**config.mk**
```make
export PLATFORM = sky130hd
export DESIGN_NAME = pipe_irq_ctrl
export DESIGN_NICKNAME = d
export VERILOG_FILES = /design/src/rtl/pipe_irq_ctrl.sv
export SDC_FILE = /design/constraint.sdc
export NUM_CORES = 1
export LEC_CHECK = 0
export ABC_AREA = 1
export ABC_CLOCK_PERIOD_IN_PS = 1700
export BUFFER_PORTS_ARGS = -buffer_cell sky130_fd_sc_hd__clkbuf_2
export CAP_MARGIN = 10
export CORE_UTILIZATION = 44
export DETAILED_ROUTE_END_ITERATION = 8
export MAX_ROUTING_LAYER = met4
export PLACE_DENSITY = 0.79
export SLEW_MARGIN = 10
export SYNTH_ARGS = -nofsm -noshare
export SYNTH_HDL_FRONTEND = slang
export SYNTH_SLANG_ARGS = --single-unit
export TNS_END_PERCENT = 10
```
**constraint.sdc**
```tcl
create_clock -name clk -period 1.7 [get_ports clk]
set_clock_uncertainty 0.15 [all_clocks]
set_input_delay 0.255 -clock clk [delete_from_list [all_inputs] [get_ports clk]]
set_output_delay 0.255 -clock clk [all_outputs]
set_load 0.03 [all_outputs]
```
**src/rtl/pipe_irq_ctrl.sv**
```systemverilog
// Interrupt sequencer for the 5-stage MIPS pipeline: takes external interrupts
// at safe points, saves EPC, redirects fetch, and enforces a post-ERET holdoff.
module pipe_irq_ctrl #(
  parameter logic [31:0] HANDLER_ADDR = 32'h0000_0080,
  parameter int          HOLDOFF      = 2
) (
  input  logic        clk,
  input  logic        reset,
  input  logic        irq,
  input  logic        ie,
  input  logic        valid_id,
  input  logic [31:0] pc_id,
  input  logic        stall_id,
  input  logic        branch_ex,
  input  logic        eret_id,
  output logic        flush_ifid,
  output logic        flush_idex,
  output logic        pc_redirect,
  output logic [31:0] pc_target,
  output logic        irq_ack,
  output logic [31:0] epc,
  output logic        in_handler
);

  typedef enum logic [1:0] {
    IDLE,
    HANDLER,
    HOLD
  } stateT;

  stateT      state;
  stateT      nextState;
  logic [3:0] holdCount;
  logic [3:0] nextHoldCount;
  logic       take;
  logic       ret;

  // A take never splits a branch from its delay slot and never squashes a stalled ID.
  assign take = ~reset & (state == IDLE) & irq & ie & valid_id & ~stall_id & ~branch_ex;
  assign ret  = ~reset & (state == HANDLER) & eret_id & valid_id & ~stall_id;

  always_ff @(posedge clk or posedge reset) begin
    if (reset) begin
      state     <= IDLE;
      holdCount <= 4'd0;
    end else begin
      state     <= nextState;
      holdCount <= nextHoldCount;
    end
  end

  always_comb begin
    nextState     = state;
    nextHoldCount = holdCount;
    flush_ifid    = 1'b0;
    flush_idex    = 1'b0;
    pc_redirect   = 1'b0;
    pc_target     = 32'd0;
    irq_ack       = 1'b0;
    unique case (state)
      IDLE: begin
        if (take) begin
          irq_ack     = 1'b1;
          flush_ifid  = 1'b1;
          flush_idex  = 1'b1;
          pc_redirect = 1'b1;
          pc_target   = HANDLER_ADDR;
          nextState   = HANDLER;
        end
      end
      HANDLER: begin
        // The ERET itself is left in ID/EX to drain as a no-op.
        if (ret) begin
          flush_ifid    = 1'b1;
          pc_redirect   = 1'b1;
          pc_target     = epc;
          nextHoldCount = 4'(HOLDOFF - 1);
          nextState     = HOLD;
        end
      end
      HOLD: begin
        if (holdCount == 4'd0) begin
          nextState = IDLE;
        end else begin
          nextHoldCount = holdCount - 4'd1;
        end
      end
      default: begin
        nextState = IDLE;
      end
    endcase
  end

  always_ff @(posedge clk or posedge reset) begin
    if (reset) begin
      epc        <= 32'd0;
      in_handler <= 1'b0;
    end else if (take) begin
      epc        <= pc_id;
      in_handler <= 1'b1;
    end else if (ret) begin
      in_handler <= 1'b0;
    end
  end

endmodule

```
==> Word level (Yosys, flattened, before mapping) <==
Cells that the tools add are included.
{ "totals": {"reg_bits": 39, "wordCells": 46, "out_inout_bits": 69} }
{ "op_classes": {"n_bitwise": 13, "add_sub_neg": 1, "n_eq_ne": 6, "n_mux": 16, "n_reduce_logical": 6} }
{ "ops": {"columns": ["cell", "n"], "rows": [
  ["$pmux 32 s2", 1],
  ["$mux 32", 1],
  ["$and 1x1->1", 10],
  ["$mux 4", 2],
  ["$mux 8", 1],
  ["$ne 2x2->1 const B", 4],
  ["$pmux 4 s2", 1],
  ["$mux 2", 3],
  ["$pmux 2 s3", 1],
  ["$reduce_and 3->1", 2],
  ["$mux 1", 5],
  ["$logic_not 4->1", 1],
  ["$reduce_bool 2->1", 2],
  ["$sub 4x1->4 const B", 1],
  ["$not 1->1", 3],
  ["$eq 2x1->1 const B", 1],
  ["$eq 2x2->1 const B", 1],
  ["$logic_not 2->1", 1],
  ["$pmux 1 s2", 1]
]} }

==> Logic depth before layout (Yosys ltp) <==
Gate-level depths: netlist (run 1).
{ "logic_depth": {"ltp_word": 9, "mapped_depth": 8, "ltp_nobuf": 7} }

==> Worst setup path before layout (run 1) <==
Ideal clock, no wire load.
{ "synth_timing": {"kind": "register to output", "from": "register state[1]", "to": "output pc_redirect", "arrival_time_ps": 1441, "path_buffers": 2, "path_slack_ps": -146, "required_ps": 1295, "stages_incl_launch_ff": 6, "path_cell_list": "dfrtp_1 > nor3_4 > nand2_2 > buf_2 > nand2_1 > buf_4"} }
{ "synth_via": {"elab_chain_cells": 9} }
{ "synth_rtl": {"columns": ["item", "line_no", "source"], "rows": [
  ["from (decl)", "31", "stateT state;"],
  ["from (signal assigned)", "47", "state <= nextState;"],
  ["$logic_not 2->1", null, null],
  ["$and 1x1->1 (6 in a row)", "39", "assign take = ~reset & (state == IDLE) & irq & ie & valid_id & ~stall_id & ~branch_ex;"],
  ["$mux 1", null, null],
  ["$pmux 1 s2 (*)", null, null],
  ["to (decl)", "18", "output logic pc_redirect,"]
]} }
Mark *: on every way between the ends. The rest lies on a longest branch, timed or not.

==> Final worst setup path (run 1) <==
{ "layout_timing": {"from": "register state[1]", "to": "output pc_target[7]"} }
{ "layout_via": {"elab_chain_cells": 9} }
{ "layout_rtl": {"columns": ["item", "line_no", "source"], "rows": [
  ["$logic_not 2->1", "39, 60", null],
  ["$and 1x1->1 (6 in a row)", "39", null],
  ["$mux 8", "62", "if (take) begin"],
  ["$pmux 32 s2 (*)", "60", "unique case (state)"],
  ["to (decl)", "19", "output logic [31:0] pc_target,"]
]} }
Marks and branches as above.

==> metrics, run 1 <==
biggest area consumer among synthesized cells=dfrtp_1; Post-synth ARST share=100.0%; Critical Path RT=1290 ps; Hold/Removal Path Class=input port to register; number of cell rows=23; Fin Hold WS=27.44 ps; CTS tree=built; Internal Pwr Total=1.882 mW; layout cell share with drive strength beyond 1=36.73%; Clock Power Share=22.0%; dpl cell area=2529 um^2; Cells after Synth=261; synth top area cells=dfrtp_1 50%, nand2_1 15%, nand3_1 9.2%; worst setup margin=-132.0 ps; capturing element type of the critical path=output pin; final setup vio count=36; fin. max-slew vios=0; PwrDens=1132 nW/um^2; synthesized area=1953 um^2; I/O pin total=109; Synth Flop Type=dfrtp_1; IR drop worst, VDD=0.6773 mV; initial antenna violation count=0; die width=68.63 um; final WL=5142 um; diode count=0; synth cell count leaders=79 x nand2_1, 42 x inv_1, 39 x dfrtp_1, 39 x nor2_1, 36 x nand3_1; H-tree Lvls=2; Tmin final=1832 ps; crit path max fanout=17; Post-Syn Area per Cell=7.483 um^2; dpl hpwl=3321 um; reg2reg end=epc[18]; number of global-route vias before repair=1823; Hold Crit Endpoint=epc[3]; worst skew pair latency=300 ps; register area share after synthesis=49.97%; Net Count, Synth=302; clk sinks=39; Logic pwr share=36.5%; Final Cell Area=2835 um^2; status=finished with violations; Tot Pwr=3.210 mW; pin count of the biggest net entering global routing=40; Layout area overhead=45.16%; failing checks=negative setup slack; Worst path max stage delay=410 ps; Initial Util=47.13%; Crit Path Class=register to output pin; Pre-antenna DRT Iters=4; Net Sw Frac=41.37%; Total GRT Usage=24.91%; Worst-path clk slew=80 ps; Cell variety after synth=16; Worst slew margin=67.26%; clock buffer depth=2; 1st-iter DRT viols=128; pre-CTS setup slack=116.1 ps; number of synthesized flops with an enable pin=0; #FFs+latches synth=39; final hold vios=0; unrepaired setup endpoints after global routing=true; Pleak=1.681 nW; cell with the most instances after synthesis=nand2_1; reg-to-reg setup timing slack=180 ps; Worst Tran Pin Value=491.2 ps; first-pass GRT wire length=8259 um; Final Net Count=413; overall via count from detail_route=2029; Worst Reg-to-Reg Cells=5; gr ovfl total=0; # DRC=0; Die Ht=68.63 um; Critical Path AT=1430 ps; highest clock rate=0.5459 GHz; slowest CP cell=dfrtp_1; worst hold start=pc_id[3]; P_sw=1.328 mW; Seq pwr share=41.5%; DR WL/cell=12.16 um; number of buffers created by CTS=5; Die ar.=4709 um^2; worst reg2reg startpoint=state[1]; critical-path cell list=nor2_4, nand3_4, buf_12, o21ai_1, buf_4; WHS Path Cells=3; yosys warns=0; GP Congestion=0.8148; Vias/cell=4.797; crit share post-route=107.8%; PortBufs=108; Routed Antenna Nets=0; Worst Setup Start Kind=register; Yosys top cell area share=49.97%; root buffer cell=clkbuf_8; MaxCap Viol Count=0; core box area=4144 um^2
through the flow:
| step | instances | TNS, ps | utilization (%) |
|---|---|---|---|
| after floorplan | 261 | -1355 | - |
| after global placement | 413 | 0 | 61.02 |
| after detailed placement | 413 | 0 | 61.02 |
| after CTS | 423 | -4366 | 68.27 |
| after global routing | 423 | -6241 | 68.42 |
| final | 423 | -3696 | 68.42 |
layer usage:
layer | track usage, % | vias to the layer above | wire (um)
li1 | - | 999 | -
met1 | 30.42 | 935 | 2054
met2 | 40.56 | 88 | 2644
met3 | 4.605 | 7 | 363
met4 | 10.16 | 0 | 79
met5 | - | - | 0
power groups by stage:
stage / logic (mW) / registers [mW] / clock network [mW]
finish: 1.17 / 1.33 / 0.707
global route: 1.31 / 1.36 / 0.761
CTS: 1.17 / 1.33 / 0.717
detailed placement: 1.14 / 1.34 / 0
global placement: 1.11 / 1.34 / 0
floorplan: 0.412 / 1.70 / 0
worst max-delay path: cells and delay by family (launching register included):
family                 cells  cell delay, ps
AOI/OAI and AO/OA          1             110
buffers and inverters      2             350
DFF                        1             410
and+or+nand+nor            2             270
cell usage in the layout, fill, tap and decap left out, drive strengths merged:
cell	synthesis	routed
buf	15	38
dlygate4sd3	0	1
ha	1	1
nand3	36	36
nor2	42	42
xor2	1	1
nand4	1	1
clkinvlp	0	2
clkbuf	0	87
dfrtp	39	39
nor3	2	2
nand2	80	80
o21ai	2	2
inv	42	41
flip-flops by register name, summed over array words and instances, names as in the netlist:
signal      count
in_handler      1
state           2
epc            32
holdCount       4
layout make-up:
type | count | area (um^2)
clock buffers | 7 | 96.34
clock inverters | 1 | 7.507
fillers | 347 | 1309
inverters | 42 | 161.4
multi-input cells | 165 | 748.2
flip-flops and latches | 39 | 975.9
well taps | 50 | 62.56
repair buffers | 119 | 783.3
repair_timing:
action,CTS,global route
setup buffers,0,0
pin swaps,1,0
endpoints found under the hold margin,39,0
gates resized for setup,54,30
setup endpoints to repair,36,36
hold buffers,1,0
cloned,1,0
worst max-delay path by stage:
| stage | from | to | slack [ps] | cells past startpoint |
|---|---|---|---|---|
| global route | state[0] | pc_target[3] | -200 | 6 |
| detailed placement | state[0] | pc_target[27] | 120 | 6 |
| finish | state[1] | pc_target[7] | -130 | 5 |
| CTS | state[1] | pc_target[7] | -160 | 5 |
| floorplan | state[0] | pc_target[10] | -50 | 6 |
| global placement | state[1] | pc_target[7] | 140 | 5 |
cells by family after synthesis:
group | synth area share, %
buffers and inverters | 13.26
AOI/OAI and AO/OA | 0.5120
and+or+nand+nor | 35.17
xor gates and xnor gates | 0.4485
adders and majority gates | 0.6405
DFF | 49.97
Power figures use the tool's default switching activity.
==> inputs of run 2 (changes only) <==
--- a/config.mk
+++ b/config.mk
@@ -7,12 +7,12 @@
 export LEC_CHECK = 0
 export ABC_AREA = 1
 export ABC_CLOCK_PERIOD_IN_PS = 1700
-export BUFFER_PORTS_ARGS = -buffer_cell sky130_fd_sc_hd__clkbuf_2
 export CAP_MARGIN = 10
-export CORE_UTILIZATION = 44
+export CORE_UTILIZATION = 62
 export DETAILED_ROUTE_END_ITERATION = 8
+export DONT_BUFFER_PORTS = 1
 export MAX_ROUTING_LAYER = met4
-export PLACE_DENSITY = 0.79
+export PLACE_DENSITY = 0.77
 export SLEW_MARGIN = 10
 export SYNTH_ARGS = -nofsm -noshare
 export SYNTH_HDL_FRONTEND = slang
==> run 2 against run 1 <==
The flow now stops in global routing (5_1_grt). Synthesized area unchanged. Synthesized cell count unchanged.
==> metrics, run 2 <==
Cells after Synth=261 (unchanged); #FFs+latches synth=39 (unchanged); dpl hpwl=3220 um (-3.1%); synth top area cells=dfrtp_1 50%, nand2_1 15%, nand3_1 9.2%; Post-synth ARST share=100.0% (unchanged); Cell variety after synth=16 (unchanged); Die Ht=58.13 um (-15%); Total GRT Usage=76.54%; Stop Error=[ERROR GRT-0232] Routing congestion too high. Check the congestion heatmap in the GUI.; Initial Util=64.50% (+17 points); Synth Flop Type=dfrtp_1; register area share after synthesis=49.97% (unchanged); number of synthesized flops with an enable pin=0 (unchanged); clock buffer depth=2 (unchanged); Yosys top cell area share=49.97% (unchanged); pre-CTS setup slack=72.08 ps (-44.02 ps); root buffer cell=clkbuf_4; GP Congestion=0.7949 (-2.4%); synthesized area=1953 um^2 (unchanged); Post-Syn Area per Cell=7.483 um^2 (unchanged); number of cell rows=20 (-13%); pin count of the biggest net entering global routing=40; PortBufs=0 (-100%); status=aborted with a tool error; Net Count, Synth=302 (unchanged); yosys warns=0 (unchanged); number of buffers created by CTS=5 (unchanged); end pin of the worst setup path after global-route repair=pc_target[27]; cell with the most instances after synthesis=nand2_1; die width=58.13 um (-15%); synth cell count leaders=79 x nand2_1, 42 x inv_1, 39 x dfrtp_1, 39 x nor2_1, 36 x nand3_1; WEP type=output port; clk sinks=39 (unchanged); I/O pin total=109 (unchanged); biggest area consumer among synthesized cells=dfrtp_1; gr ovfl total=51; stage reached=global routing (5_1_grt); H-tree Lvls=2 (unchanged)
[run 2: cell counts after synthesis]
No cell type changed its count.
[run 2: logic make-up after synthesis]
group                      Yosys count  share of synthesized area [%]
adders and majority gates            1                         0.6405
AOI/OAI and AO/OA                    2                         0.5120
buffers and inverters               57                          13.26
and+or+nand+nor                    161                          35.17
xor gates and xnor gates             1                         0.4485
DFF                                 39                          49.97
[run 2: per-layer routing]
layer / GRT usage (%) / GRT overflow
met2: 99.67 / 35
met1: 72.70 / 0
met3: 39.51 / 0
met5: - / -
met4: 93.88 / 16
[run 2: what timing repair did]
action	4_1_cts
setup buffers	5
hold buffers	33
endpoints found under the setup margin	36
cloned	0
pin swaps	2
hold endpoints to repair	71
resized for setup	21
[run 2: per-stage QoR]
| stage | cell area (um^2) | std cells |
|---|---|---|
| floorplan | 1959 | 261 |
| global placement | 2296 | 341 |
| detailed placement | 2296 | 341 |
| CTS | 2825 | 387 |
==> inputs of run 3 (changes only) <==
--- a/config.mk
+++ b/config.mk
@@ -8,11 +8,10 @@
 export ABC_AREA = 1
 export ABC_CLOCK_PERIOD_IN_PS = 1700
 export CAP_MARGIN = 10
-export CORE_UTILIZATION = 62
+export CORE_UTILIZATION = 40
 export DETAILED_ROUTE_END_ITERATION = 8
 export DONT_BUFFER_PORTS = 1
-export MAX_ROUTING_LAYER = met4
-export PLACE_DENSITY = 0.77
+export PLACE_DENSITY_LB_ADDON = 0.15
 export SLEW_MARGIN = 10
 export SYNTH_ARGS = -nofsm -noshare
 export SYNTH_HDL_FRONTEND = slang
==> run 3 against run 2 <==
The flow now finishes, with violations (negative setup slack).
==> metrics, run 3 (synthesis results as in run 1) <==
number of cell rows=25 (+25%); IR drop worst, VDD=0.5301 mV; Routed Antenna Nets=0; 1st-iter DRT viols=75; Crit Path Class=register to output pin; H-tree Lvls=2 (unchanged); Vias/cell=4.692; most frequent cells in the layout=77 x nand2_1, 40 x inv_1, 39 x dfrtp_1; final setup vio count=36; Worst-path clk slew=70 ps; worst setup margin=-216.4 ps; crit share post-route=112.7%; commonest non-fill, non-tap cell in the layout=nand2_1; Pleak=1.583 nW; Worst Setup Start Kind=register; Logic pwr share=25.3%; DR WL/cell=13.78 um; Final Cell Area=3100 um^2; diode count=0; Largest Register=epc; dpl hpwl=3167 um (-1.6%); Total GRT Usage=20.01%; clock buffer depth=2 (unchanged); gr ovfl total=0; number of flip-flops in the largest register=32; initial antenna violation count=0; Pre-antenna DRT Iters=4; Hold/Removal Path Class=input port to register; Layout area overhead=58.74%; Tmin final=1916 ps; Fillers=410; area taken by multi-input logic gates=869.6 um^2; failing checks=negative setup slack; layout cell share with drive strength beyond 1=28.07%; largest registers=epc: 32 flops, holdCount: 4 flops, state: 2 flops; number of global-route vias before repair=1792; Clock Power Share=19.5%; crit path max fanout=6; PwrDens=992.8 nW/um^2; Reg area=975.9 um^2; I/O pin total=109 (unchanged); Final Net Count=382; P_sw=1.335 mW; CTS tree=built; Worst Tran Pin Value=499.6 ps; highest clock rate=0.5218 GHz; Worst slew margin=66.70%; number of buffers created by CTS=5 (unchanged); Seq pwr share=55.1%; worst skew pair latency=280 ps; Critical Path RT=1290 ps; fin. max-slew vios=0; capturing element type of the critical path=output pin; pin count of the biggest net entering global routing=40; first-pass GRT wire length=8045 um; setup TNS=-6445 ps; Die Ht=71.88 um (+24%); overall via count from detail_route=1919; Die ar.=5166 um^2; Initial Util=41.35% (-23 points); status=finished with violations; final WL=5636 um; clk sinks=39 (unchanged); core box area=4723 um^2; root buffer cell=clkbuf_8; Critical Path AT=1510 ps; unrepaired setup endpoints after global routing=true; die width=71.88 um (+24%); PortBufs=0 (unchanged); MaxCap Viol Count=0; dpl cell area=2287 um^2 (-0.38%); # DRC=0; GP Congestion=0.8199 (+3.1%); Internal Pwr Total=1.743 mW; final hold vios=0; Net Sw Frac=43.36%
[run 3: critical path, stage by stage, from the launching register on]
cell       delay, ps
dfrtp_1          380
inv_2             60
nor2_4           140
nand3_4          170
clkbuf_16        220
nor2_2           110
buf_6            150
[run 3: power by group through the flow]
stage          combinational [mW]  clock, mW  sequential [mW]
3_3_place_gp                0.551          0             1.71
3_5_place_dp                0.567          0             1.71
6_report                    0.780      0.601             1.70
5_1_grt                     0.879      0.662             1.73
2_1_floorplan               0.412          0             1.70
4_1_cts                     0.663      0.624             1.69
[run 3: layout make-up]
type | count | share of cell area [%]
clock buffers | 7 | 2.462
clock inverters | 1 | 0.1614
repair buffers | 88 | 29.94
flip-flops and latches | 39 | 31.48
multi-input cells | 165 | 28.05
well taps | 67 | 2.704
inverters | 42 | 5.206
[run 3: path summary, 6_finish.rpt]
check / cells after the start / slack (ps) / to / startpoint
setup / recovery: 6 / -220 / pc_target[27] / state[0]
hold / removal: 4 / 190 / in_handler / reset
setup reg to reg: 7 / 100 / epc[6] / state[0]
hold reg to reg: 2 / 380 / holdCount[0] / holdCount[0]
max in group asynchronous: 3 / 670 / epc[29] / reset
min in group asynchronous: 3 / 390 / epc[14] / reset
[run 3: what timing repair did]
item / CTS / global route
pin swaps: 0 / 2
endpoints found under the setup margin: 36 / 46
hold buffers: 33 / 0
hold endpoints to repair: 71 / 0
gates cloned: 0 / 3
resized for setup: 9 / 68
setup buffers: 4 / 2
[run 3: stage by stage]
step                      utilization (%)  total power [mW]  hold slack, ps  cells  setup WS, ps
after floorplan                         -             2.113           249.7    261        -54.86
after global placement              48.42             2.261           155.8    359         122.2
after detailed placement            48.42             2.279           162.5    359         76.43
after CTS                           58.52             2.978           153.9    404        -123.4
after global routing                65.64             3.271           205.9    409        -297.7
final                               65.64             3.078           188.8    409        -216.4
[run 3: metal layers]
metal	wire (um)	up-vias	global-route usage, %
met5	0	-	0
met4	75	0	6.536
met3	298	10	5.485
met2	3008	75	36.37
met1	2253	900	22.62
li1	-	934	-
